**src/rtl/branch_resolution_unit.sv**
```systemverilog
// Decode-stage branch resolution: carries fetch predictions into Decode, detects mispredicts,
// drives flush/redirect, issues registered predictor updates and keeps saturating counters.
module branch_resolution_unit #(
    parameter int unsigned ADDR_W = 32,
    parameter int unsigned CNT_W  = 16
) (
    input  logic              clk,
    input  logic              rst,
    input  logic              stall_D,
    input  logic              pred_taken_F,
    input  logic [ADDR_W-1:0] pred_target_F,
    input  logic [ADDR_W-1:0] PC_F,
    input  logic [ADDR_W-1:0] PCPlus4_F,
    input  logic              Branch_D,
    input  logic              branch_taken_D,
    input  logic [ADDR_W-1:0] PCBranch_D,
    output logic              flush_D,
    output logic              redirect_valid,
    output logic [ADDR_W-1:0] redirect_pc,
    output logic              update_en,
    output logic [ADDR_W-1:0] update_pc,
    output logic [ADDR_W-1:0] update_target,
    output logic              update_taken,
    output logic [CNT_W-1:0]  branch_cnt,
    output logic [CNT_W-1:0]  mispredict_cnt
);

    logic              vld_q, vld_d;
    logic              pred_taken_q, pred_taken_d;
    logic [ADDR_W-1:0] pred_target_q, pred_target_d;
    logic [ADDR_W-1:0] pc_q, pc_d;
    logic [ADDR_W-1:0] pc_plus4_q, pc_plus4_d;

    logic              upd_en_q, upd_en_d;
    logic [ADDR_W-1:0] upd_pc_q, upd_pc_d;
    logic [ADDR_W-1:0] upd_target_q, upd_target_d;
    logic              upd_taken_q, upd_taken_d;

    logic [CNT_W-1:0]  branch_cnt_q, branch_cnt_d;
    logic [CNT_W-1:0]  mispredict_cnt_q, mispredict_cnt_d;

    logic resolve;
    logic m1, m2, m3, m4;
    logic mispredict;
    logic issue_update;

    always_comb begin
        resolve    = vld_q & ~stall_D;
        m1         = resolve & Branch_D & pred_taken_q & ~branch_taken_D;
        m2         = resolve & Branch_D & ~pred_taken_q & branch_taken_D;
        m3         = resolve & Branch_D & pred_taken_q & branch_taken_D &
                     (pred_target_q != PCBranch_D);
        m4         = resolve & ~Branch_D & pred_taken_q;
        mispredict = m1 | m2 | m3 | m4;

        flush_D        = mispredict;
        redirect_valid = mispredict;
        redirect_pc    = (m2 | m3) ? PCBranch_D : pc_plus4_q;

        // A predicted-taken non-branch is a BTB alias and must be trained away too.
        issue_update = resolve & (Branch_D | pred_taken_q);
    end

    always_comb begin
        vld_d         = vld_q;
        pred_taken_d  = pred_taken_q;
        pred_target_d = pred_target_q;
        pc_d          = pc_q;
        pc_plus4_d    = pc_plus4_q;
        if (!stall_D) begin
            vld_d         = 1'b1;
            pred_taken_d  = pred_taken_F;
            pred_target_d = pred_target_F;
            pc_d          = PC_F;
            pc_plus4_d    = PCPlus4_F;
        end
        if (flush_D) begin
            vld_d = 1'b0;
        end
    end

    always_comb begin
        upd_en_d     = issue_update;
        upd_pc_d     = upd_pc_q;
        upd_target_d = upd_target_q;
        upd_taken_d  = upd_taken_q;
        if (issue_update) begin
            upd_pc_d     = pc_q;
            upd_target_d = Branch_D ? PCBranch_D : pc_plus4_q;
            upd_taken_d  = Branch_D & branch_taken_D;
        end
    end

    always_comb begin
        branch_cnt_d     = branch_cnt_q;
        mispredict_cnt_d = mispredict_cnt_q;
        if (resolve && Branch_D && (branch_cnt_q != {CNT_W{1'b1}})) begin
            branch_cnt_d = branch_cnt_q + 1'b1;
        end
        if (mispredict && (mispredict_cnt_q != {CNT_W{1'b1}})) begin
            mispredict_cnt_d = mispredict_cnt_q + 1'b1;
        end
    end

    always_ff @(posedge clk or posedge rst) begin
        if (rst) begin
            vld_q            <= 1'b0;
            pred_taken_q     <= 1'b0;
            pred_target_q    <= '0;
            pc_q             <= '0;
            pc_plus4_q       <= '0;
            upd_en_q         <= 1'b0;
            upd_pc_q         <= '0;
            upd_target_q     <= '0;
            upd_taken_q      <= 1'b0;
            branch_cnt_q     <= '0;
            mispredict_cnt_q <= '0;
        end else begin
            vld_q            <= vld_d;
            pred_taken_q     <= pred_taken_d;
            pred_target_q    <= pred_target_d;
            pc_q             <= pc_d;
            pc_plus4_q       <= pc_plus4_d;
            upd_en_q         <= upd_en_d;
            upd_pc_q         <= upd_pc_d;
            upd_target_q     <= upd_target_d;
            upd_taken_q      <= upd_taken_d;
            branch_cnt_q     <= branch_cnt_d;
            mispredict_cnt_q <= mispredict_cnt_d;
        end
    end

    assign update_en      = upd_en_q;
    assign update_pc      = upd_pc_q;
    assign update_target  = upd_target_q;
    assign update_taken   = upd_taken_q;
    assign branch_cnt     = branch_cnt_q;
    assign mispredict_cnt = mispredict_cnt_q;

endmodule

```
**config.mk**
```make
export PLATFORM = sky130hd
export DESIGN_NAME = branch_resolution_unit
export DESIGN_NICKNAME = d
export VERILOG_FILES = /design/src/rtl/branch_resolution_unit.sv
export SDC_FILE = /design/constraint.sdc
export NUM_CORES = 1
export LEC_CHECK = 0
export CORE_MARGIN = 4
export CORE_UTILIZATION = 51
export DETAILED_ROUTE_END_ITERATION = 16
export PLACE_DENSITY = 0.95
export REMOVE_ABC_BUFFERS = 1
export SLEW_MARGIN = 20
export SYNTH_ARGS = -nofsm -noshare
export SYNTH_HDL_FRONTEND = slang
export SYNTH_SLANG_ARGS = --single-unit
```
**constraint.sdc**
```tcl
create_clock -name clk -period 14.5 [get_ports clk]
set_input_delay 2.9 -clock clk [delete_from_list [all_inputs] [get_ports clk]]
set_output_delay 2.9 -clock clk [all_outputs]
set_load 0.005 [all_outputs]
```
=== Word level (Yosys, flattened, before mapping) ===
Cells that the tools add are included.

* Register bits after elaboration: 196
* Latch bits: 0
* Bits in writable memories: 0
* Bits in read-only memories: 0
* Input bits: 134
* Output and inout bits: 132
* Word-level logic and storage cells: 45
* Memories: 0

* $add $sub $neg: 2
* Multipliers: 0
* Divide/modulo/power cells: 0
* $lt $le $gt $ge: 0
* Eq/ne operators: 4
* Shifts and indexed selects: 0
* Mux-type cells: 4
* Bitwise operators: 21
* Reductions and logical operators: 3

{| class="wikitable"
|+ Operator list
! operator !! number
|-
| 32-bit 2-to-1 mux || 2
|-
| 16-bit by 1-bit adder with 16-bit output (second input constant) || 2
|-
| 16-bit inequality test (second input constant) || 2
|-
| 32-bit inequality test || 1
|-
| 1-bit AND || 12
|-
| 1-bit bitwise OR || 5
|-
| 1-bit NOT || 4
|-
| 1-bit logical AND || 3
|-
| 1-bit 2-to-1 mux || 2
|-
| 2-bit by 1-bit inequality test with 1-bit output (second input constant) || 1
|}

=== Logic depth before layout (Yosys ltp) ===
Gate-level depths: netlist of the first run.

* Depth after elaboration: 9
* Depth in mapped cells: 8
* Depth with buffers taken out: 7

=== Least setup slack after synthesis of the first run ===
No wires, ideal clock.

* Kind: input to output
* From: input stall_D
* To: output redirect_pc[10]
* Data arrival time: 4,260 ps
* Data required time: 11,600 ps
* Setup slack: 7,340 ps
* Stages: 6
* Buffers on the path: 2
* Cells stage by stage: buf_2 and3b_1 nand2_1 nor2_1 clkbuf_8 mux2_2

* Word-level cells in the longest chain between the ends: 8
* Elaborated cells between the ends (all ways): 10

{| class="wikitable"
|+ RTL lines
! element !! line !! source
|-
| start, declared || 9 || <nowiki>input logic stall_D,</nowiki>
|-
| 1-bit NOT * || 48 || <nowiki>resolve = vld_q & ~stall_D;</nowiki>
|-
| 1-bit AND * || 48 ||
|-
| 1-bit AND * || 50, 51 ||
|-
| 1-bit AND (3 in series) || 51 || <nowiki>m3 = resolve & Branch_D & pred_taken_q & branch_taken_D &</nowiki>
|-
| 1-bit bitwise OR * || 58 || <nowiki>redirect_pc = (m2 | m3) ? PCBranch_D : pc_plus4_q;</nowiki>
|-
| 32-bit 2-to-1 mux * || 58 ||
|-
| end, declared || 19 || <nowiki>output logic [ADDR_W-1:0] redirect_pc,</nowiki>
|}

Mark *: on every way between the ends. The rest lies on a longest branch, timed or not.

=== Worst setup path in the final report of the first run ===
* From: input PCBranch_D[26]
* To: output redirect_pc[17]

* Word-level cells in the longest chain between the ends: 4

{| class="wikitable"
|+ RTL lines
! element !! line !! source
|-
| start, declared || 16 || <nowiki>input logic [ADDR_W-1:0] PCBranch_D,</nowiki>
|-
| 32-bit inequality test || 52 || <nowiki>(pred_target_q != PCBranch_D);</nowiki>
|-
| 1-bit AND || 51 ||
|-
| 1-bit bitwise OR || 58 ||
|-
| 32-bit 2-to-1 mux || 58 ||
|}

Every way passes these cells.

==> results of run 1 <==
[cell families (layout without fill, tap and decap cells)]
logic type      count (synthesis)  count (layout)  synth area share, %
compound gates                 41              41                2.597
fa+ha+maj                       2               2               0.2918
flops                         196             196                57.19
xor+xnor                       61              61                6.230
mux                           195             195                25.14
simple gates                  104             104                6.201
buf+inv                        38             304                2.349
[power by group through the flow]
stage	Clock, uW	Sequential (uW)	Combinational [uW]
5_1_grt	493	716	428
6_report	463	705	395
4_1_cts	472	704	401
2_1_floorplan	0	709	148
3_3_place_gp	0	708	387
3_5_place_dp	0	714	398
[state kept, by name, indices dropped and copies added, names as in the netlist, 16 cells and up]
name            flops
pc_plus4_q         32
pc_q               32
pred_target_q      32
update_pc          32
update_target      32
branch_cnt         16
mispredict_cnt     16
[metal layers]
| layer | global-route usage [%] | vias up | wire length, um |
|---|---|---|---|
| met2 | 38.96 | 235 | 10890 |
| met1 | 27.74 | 2975 | 8564 |
| met3 | 7.889 | 47 | 1841 |
| met4 | 9.035 | 2 | 712 |
| met5 | 0 | - | 7 |
| li1 | - | 2759 | - |
[layout make-up]
cell class                      instances  area [um2]
Timing Repair Buffer                  269        2679
Multi-Input combinational cell        403        3485
Inverter                                4       22.52
Sequential cell                       196        4905
Clock inverter                         11       118.9
Fill cell                            1095        4583
Clock buffer                           20       456.7
Tap cell                              220       275.3
[stage by stage]
stage | setup WS, ns | area [um2] | hold WS (ns) | utilization (%)
finish | 5.785 | 11940 | 0.4914 | 72.26
global route | 5.584 | 11940 | 0.5027 | 72.26
CTS | 5.767 | 11940 | 0.4950 | 72.24
detailed placement | 5.770 | 11360 | 0.4852 | 68.76
global placement | 5.889 | 11360 | 0.4759 | 68.76
floorplan | 6.259 | 8389 | 0.4736 | -
[worst reg2reg max path, delay by kind of cell (launching register included)]
kind,cells,cell delay [ns]
compound gates,1,0.61
flops,1,0.39
mux,1,0.34
simple gates,3,0.96
xor+xnor,1,0.14
[cell usage in the layout, fill, tap and decap left out, drive strengths merged, types with 2 or more instances in the layout]
cell type and instances:
nand4 11, buf 6, and4 3, clkbuf 20
inv 9, a21oi 36, nor4 9, nand3 16
clkinvlp 3, ha 2, xnor2 25, dfrtp 196
mux2 163, and3 9, xor2 36, and2 3
mux2i 32, nand2 12, clkinv 2, nor2 38
clkdlybuf4s50 263
[final timing paths]
path	slack (ns)	depth (start not counted)	endpoint
worst max-delay path	5.78	8	redirect_pc[17]
worst min-delay path	0.49	1	mispredict_cnt[14]
worst min register to register	0.49	1	mispredict_cnt[14]
max in group asynchronous	9.98	3	pred_target_q[13]
min in group asynchronous	3.04	2	mispredict_cnt[0]
worst max register to register	11.95	6	mispredict_cnt[1]
==> out/qor.yml, run 1 <==
run_status:
  status: "finished, final reports clean"
power_and_ir_drop:
  ir_worst_vdd_v: 0.00008062
  p_int_uw: 1143
  power.total_uw: 1563
  p_per_area_nw_per_um2: 130.8
  power.static_leakage_uw: 0.004984
  clockPowerShare_pct: 29.6
  p_sw_uw: 419.1
  comb_power_share_pct: 25.3
  p_seq_share_pct: 45.1
  switching_share_pct: 26.82
finish:
  drive_gt1_share_pct: 22.70
  syn_to_final_growth_pct: 39.25
  antennaDiodeCount: 0
  stdcell_count: 1123
  layout.nets: 1027
worst_setup_path:
  crit_required_ns: 11.60
  arrival_ns: 5.82
  start_kind: "input pin"
  crit_path_start: "PCBranch_D[26]"
  path_buf_inv: 2
  cpMostUsedCell: "clkdlybuf4s50_1"
  crit_chain: "clkdlybuf4s50_1 -> xor2_1 -> nor4_1 -> nand4_1 -> nor3_1 -> nor2_4 -> mux2_2 -> clkdlybuf4s50_1"
  path_class: "input pin to output pin"
  path_delay_family: "simple AND/OR/NAND/NOR gates"
  end_kind: "output pin"
  cpMaxStageDelayCell: "clkdlybuf4s50_1"
  reg2reg_from: "pred_target_q[26]"
  path_max_fanout: 32
  max_stage_delay_ns: 0.53
sta:
  final.setup.tns_ns: 0
  fin_crit_sh_pct: 60.11
  relSlewSlack_pct: 23.51
  rsz0062_at_grt: "false"
  setup_viol: 0
  finalHoldViolCount: 0
  final.min_clock_period_ns: 8.715
  timing.fmax_mhz: 114.7
  slew_violations: 0
  fin_skew_ns: 0.01232
  tightest_slew_ns: 1.145
synth:
  yosysWarningCount: 0
  ys_types: 33
  ys_seq_area_share_pct: 57.19
  synth_cells: 637
  synthTopCellsByArea: "dfrtp_1, mux2_2, mux2i_1"
  yosysMostFrequentCell: "dfrtp_1"
  ys_ff_latch: 196
  synth_top_area_share_pct: 57.19
  synth_edf_count: 0
  yosysTopAreaCell: "dfrtp_1"
  avgSynthCellArea_um2: 13.46
  ys.flop_type: "dfrtp_1"
  syn_area_um2: 8576
  synthArstFlopShare_pct: 100.0
  synth_commonest_cells: "dfrtp_1, mux2_2, nor2_1"
hold_path:
  hp-start: "mispredict_cnt[14]"
  hold_path_class: "flip-flop to flip-flop"
floorplanning:
  fp.dieH_um: 137.7
  start_util_pct: 51.90
  core_area_um2: 16520
  num_rows: 47
  die_w_um: 137.7
  io_pins: 266
  die_area_um2: 18950
clock_network:
  clock_latency_ns: 0.43
  numCtsBuffers: 17
  clock_sinks: 196
  cts_hold_buf: 0
  path_clk_slew_ns: 0.07
  post_cts_buffers: 0
  h-tree-depth: 4
  cts_resized: 0
  cts_tree: "yes"
  clk_path_buf_depth: 2
  clockRootBuffer: "clkbuf_16"
grt:
  grt_start_max_net_pins: 129
  antenna_found_initial: 1
  grt_overflow_total: 0
  grt_pass1_wl_um: 33720
  grt_pass1_vias: 6423
  grt_usage_pct: 23.29
placed_design:
  place_inst: 1092
  dpl.hpwl_um: 15410
  port_buffers: 265
  gp_congestion: 0.8132
drt:
  wl_um: 22020
  drc: 0
  drt_iter0_drc: 305
  ant_nets: 0
  first_pass_iters: 4
  detail_route.vias_per_cell: 5.359
  drt-wirelength-per-cell_um: 19.61
  vias: 6018
run:
  timing.max_cap.violations: 0
Note: power is estimated with default switching activity, not from simulation.
==> inputs of run 2 (changes only) <==
Settings changed: CORE_UTILIZATION 51 to 47, PLACE_DENSITY 0.95 to 0.92.
Clock period 14.5 ns to 8.6 ns, I/O delays scaled along.
==> out/qor.yml, run 2 (same netlist as run 1, synthesis figures left out) <==
worst_setup_path:
  path_max_fanout: 32
  end_kind: "output pin"
  start_kind: "input pin"
  arrival_ns: 4.72
  crit_required_ns: 6.88
  path_class: "input pin to output pin"
sta:
  fin_crit_sh_pct: 74.87
  finalHoldViolCount: 0
  tightest_slew_ns: 1.121
  slew_violations: 0
  rsz0062_at_grt: "false"
  timing.fmax_mhz: 155.3
  fin_skew_ns: 0.01523
  setup_viol: 0
  layout_setup_ws_ns: 2.161
  relSlewSlack_pct: 25.12
  final.min_clock_period_ns: 6.439
  final.setup.tns_ns: 0
clock_network:
  path_clk_slew_ns: 0.07
  cts_resized: 0
  post_cts_buffers: 0
  clk_path_buf_depth: 2
  cts_hold_buf: 0
  h-tree-depth: 4
  clock_latency_ns: 0.43
  clock_sinks: 196
  clockRootBuffer: "clkbuf_16"
  numCtsBuffers: 17
  cts_tree: "yes"
power_and_ir_drop:
  comb_power_share_pct: 25.3
  clockPowerShare_pct: 29.2
  p_per_area_nw_per_um2: 218.6
  power.static_leakage_uw: 0.004977
  p_seq_share_pct: 45.5
  switching_share_pct: 27.36
  p_int_uw: 1894
  p_sw_uw: 713.3
  ir_worst_vdd_v: 0.0001363
finish:
  layout.nets: 1027
  layout.cells.most_common: "clkdlybuf4s50_1"
  syn_to_final_growth_pct: 39.07
  drive_gt1_share_pct: 22.70
  final_cell_mix: "clkdlybuf4s50_1, dfrtp_1, mux2_2"
  antennaDiodeCount: 0
floorplanning:
  num_rows: 49
  fp.dieH_um: 143.1
  io_pins: 266
  core_area_um2: 17960
  die_area_um2: 20470
  start_util_pct: 47.74
  die_w_um: 143.1
drt:
  detail_route.vias_per_cell: 5.220
  drt-wirelength-per-cell_um: 19.20
  ant_nets: 0
  drc: 0
  first_pass_iters: 6
  drt_iter0_drc: 214
  wl_um: 21730
  vias: 5909
placed_design:
  port_buffers: 265
  gp_congestion: 0.8710
  pre_cts_ws_ns: 2.162
  dpl.hpwl_um: 15520
grt:
  grt_start_max_net_pins: 132
  grt_pass1_vias: 6128
  grt_usage_pct: 20.96
  antenna_found_initial: 0
  grt_pass1_wl_um: 33250
  grt_overflow_total: 0
run_status:
  status: "finished, final reports clean"
hold_path:
  hold_path_class: "flip-flop to flip-flop"
run:
  timing.max_cap.violations: 0
-- run 2: area by class of cell --
type	count	area, um2
Timing Repair Buffer	269	2675
Inverter	4	22.52
Fill cell	1387	6037
Sequential cell	196	4905
Multi-Input combinational cell	403	3485
Tap cell	229	286.5
Clock inverter	12	110.1
Clock buffer	19	442.9
-- run 2: per-stage QoR --
| step | cell area, um2 | total power (uW) | hold WS (ns) | cells | util (%) |
|---|---|---|---|---|---|
| finish | 11930 | 2607 | 0.4897 | 1132 | 66.39 |
| global route | 11930 | 2735 | 0.5102 | 1132 | 66.39 |
| CTS | 11930 | 2635 | 0.4975 | 1132 | 66.39 |
| detailed placement | 11370 | 1870 | 0.4836 | 1101 | 63.31 |
| global placement | 11370 | 1847 | 0.4753 | 1101 | 63.31 |
| floorplan | 8389 | 1445 | 0.4736 | 603 | - |
-- run 2: power by group through the flow --
stage	Clock, uW	Sequential, uW	Combinational [uW]
floorplan	0	1200	250
global placement	0	1200	652
detailed placement	0	1200	667
CTS	777	1190	671
global route	814	1210	713
finish	760	1190	660
-- run 2: critical path: stages --
cell,delay [ns]
clkdlybuf4s50_1,0.52
xor2_1,0.21
nor4_1,0.64
nand4_1,0.20
nor3_1,0.32
nor2_4,0.27
mux2_2,0.30
clkdlybuf4s50_1,0.51
-- run 2: routing by layer --
metal	vias up	GRT usage [%]	routed length, um
met5	-	0	0
met4	0	8.204	624
met3	43	6.062	1437
met2	189	35.01	10880
met1	2935	25.77	8788
li1	2742	-	-
-- run 2: path summary, 6_finish.rpt --
check                                       start                 to  slack [ns]  cells after the start
worst min register to register      branch_cnt[7]      branch_cnt[7]        0.49                      1
min in group asynchronous                     rst  mispredict_cnt[2]        1.86                      2
max in group asynchronous                     rst  update_target[22]        5.22                      3
worst max-delay path                PCBranch_D[0]    redirect_pc[23]        2.16                      8
worst min-delay path                branch_cnt[7]      branch_cnt[7]        0.49                      1
worst max register to register  pred_target_q[23]  mispredict_cnt[1]        5.93                      6
==> inputs of run 3 (changes only) <==
Clock period 8.6 ns to 6.55 ns, I/O delays scaled along.
==> out/qor.yml, run 3 (same netlist as run 1, synthesis figures left out) <==
worst_setup_path:
  cpMostUsedCell: "clkdlybuf4s50_1"
  crit_chain: "clkdlybuf4s50_1 -> xor2_1 -> nor4_1 -> nand4_1 -> nor3_1 -> nor2_4 -> mux2_2 -> clkdlybuf4s50_1"
  r2r_end: "mispredict_cnt[1]"
  arrival_ns: 4.37
  crit_required_ns: 5.24
  max_stage_delay_ns: 0.63
  path_buf_inv: 2
  reg2reg_from: "pred_target_q[23]"
  path_class: "input pin to output pin"
  reg2reg_slack_ns: 4.06
  path_max_fanout: 32
  cpMaxStageDelayCell: "nor4_1"
  start_kind: "input pin"
  end_kind: "output pin"
  path_delay_family: "simple AND/OR/NAND/NOR gates"
  ff2ff_path_depth: 7
finish:
  final_cell_mix: "clkdlybuf4s50_1, dfrtp_1, mux2_2"
  layout.cells.most_common: "clkdlybuf4s50_1"
  layout.nets: 1030
  post-route-util_pct: 66.82
  fillers: 1317
  regArea_um2: 4905
  drive_gt1_share_pct: 23.15
  fin_area_um2: 12000
  syn_to_final_growth_pct: 39.98
  multi_input_area_um2: 3485
clock_network:
  h-tree-depth: 4
  numCtsBuffers: 17
  clk_path_buf_depth: 2
  clock_sinks: 196
  cts_tree: "yes"
  path_clk_slew_ns: 0.08
  clockRootBuffer: "clkbuf_16"
  cts_hold_buf: 0
  post_cts_buffers: 0
  clock_latency_ns: 0.42
  cts_resized: 0
sta:
  fin_crit_sh_pct: 86.70
  relSlewSlack_pct: 26.00
  final.setup.tns_ns: 0
  fin_skew_ns: 0.009982
  setup_viol: 0
  final.min_clock_period_ns: 5.679
  layout_setup_ws_ns: 0.8714
  rsz0062_at_grt: "false"
  timing.fmax_mhz: 176.1
  tightest_slew_ns: 1.107
  slew_violations: 0
  whs_ns: 0.4913
  finalHoldViolCount: 0
drt:
  first_pass_iters: 4
  vias: 6021
  drt-wirelength-per-cell_um: 19.46
  drc: 0
  wl_um: 22120
  ant_nets: 0
  detail_route.vias_per_cell: 5.296
  drt_iter0_drc: 190
run_status:
  status: "finished, final reports clean"
grt:
  grt_start_max_net_pins: 148
  met3_usage_pct: 6.162
  grt_pass1_vias: 6480
  top_usage_layer: "met2"
  gr-usage-met1_pct: 26.69
  gr-usage-met2_pct: 36.45
  grt_overflow_total: 0
  grt_usage_pct: 21.68
  grt_pass1_wl_um: 34600
  antenna_found_initial: 1
floorplanning:
  num_rows: 49
  die_w_um: 143.1
  start_util_pct: 47.74
  fp.dieH_um: 143.1
  core_area_um2: 17960
  die_area_um2: 20470
  io_pins: 266
hold_path:
  hp-start: "branch_cnt[7]"
  hold_path_class: "flip-flop to flip-flop"
  hold-path-endpoint: "branch_cnt[7]"
  holdPathStages: 1
placed_design:
  port_buffers: 265
  gp_congestion: 0.8642
  dpl.hpwl_um: 15860
  pre_cts_ws_ns: 0.8826
  placed_area_um2: 11400
power_and_ir_drop:
  p_per_area_nw_per_um2: 286.8
  ir_worst_vdd_v: 0.0001777
  power.static_leakage_uw: 0.005017
run:
  timing.max_cap.violations: 0
-- run 3: per-layer routing --
layer / up-vias / routed length (um)
met5: - / 0
met4: 0 / 674
met3: 41 / 1357
met2: 202 / 11080
met1: 3025 / 9015
li1: 2753 / -
-- run 3: area by class of cell --
cell class                      instances  area share, %
Multi-Input combinational cell        403          29.03
Antenna cell                            1        0.02085
Inverter                                4         0.1876
Clock inverter                         15          1.230
Clock buffer                           17          3.544
Sequential cell                       196          40.86
Timing Repair Buffer                  272          22.74
Tap cell                              229          2.387
-- run 3: worst max path at each step --
stage / start / to / cells past startpoint
5_1_grt: PCBranch_D[0] / redirect_pc[25] / 8
3_5_place_dp: PCBranch_D[0] / redirect_pc[13] / 8
2_1_floorplan: rst / branch_cnt[0] / 1
6_report: PCBranch_D[0] / redirect_pc[25] / 8
4_1_cts: PCBranch_D[0] / redirect_pc[13] / 8
3_3_place_gp: PCBranch_D[0] / redirect_pc[13] / 8
-- run 3: stage by stage --
stage / cells / total power (uW)
final: 1137 / 3442
after global routing: 1137 / 3621
after CTS: 1135 / 3482
after detailed placement: 1103 / 2467
after global placement: 1103 / 2431
after floorplan: 603 / 1897
-- run 3: power by group --
part           internal (uW)  switching (uW)
sequential              1420             141
combinational            564             315
clock                    507             498
total                   2490             954
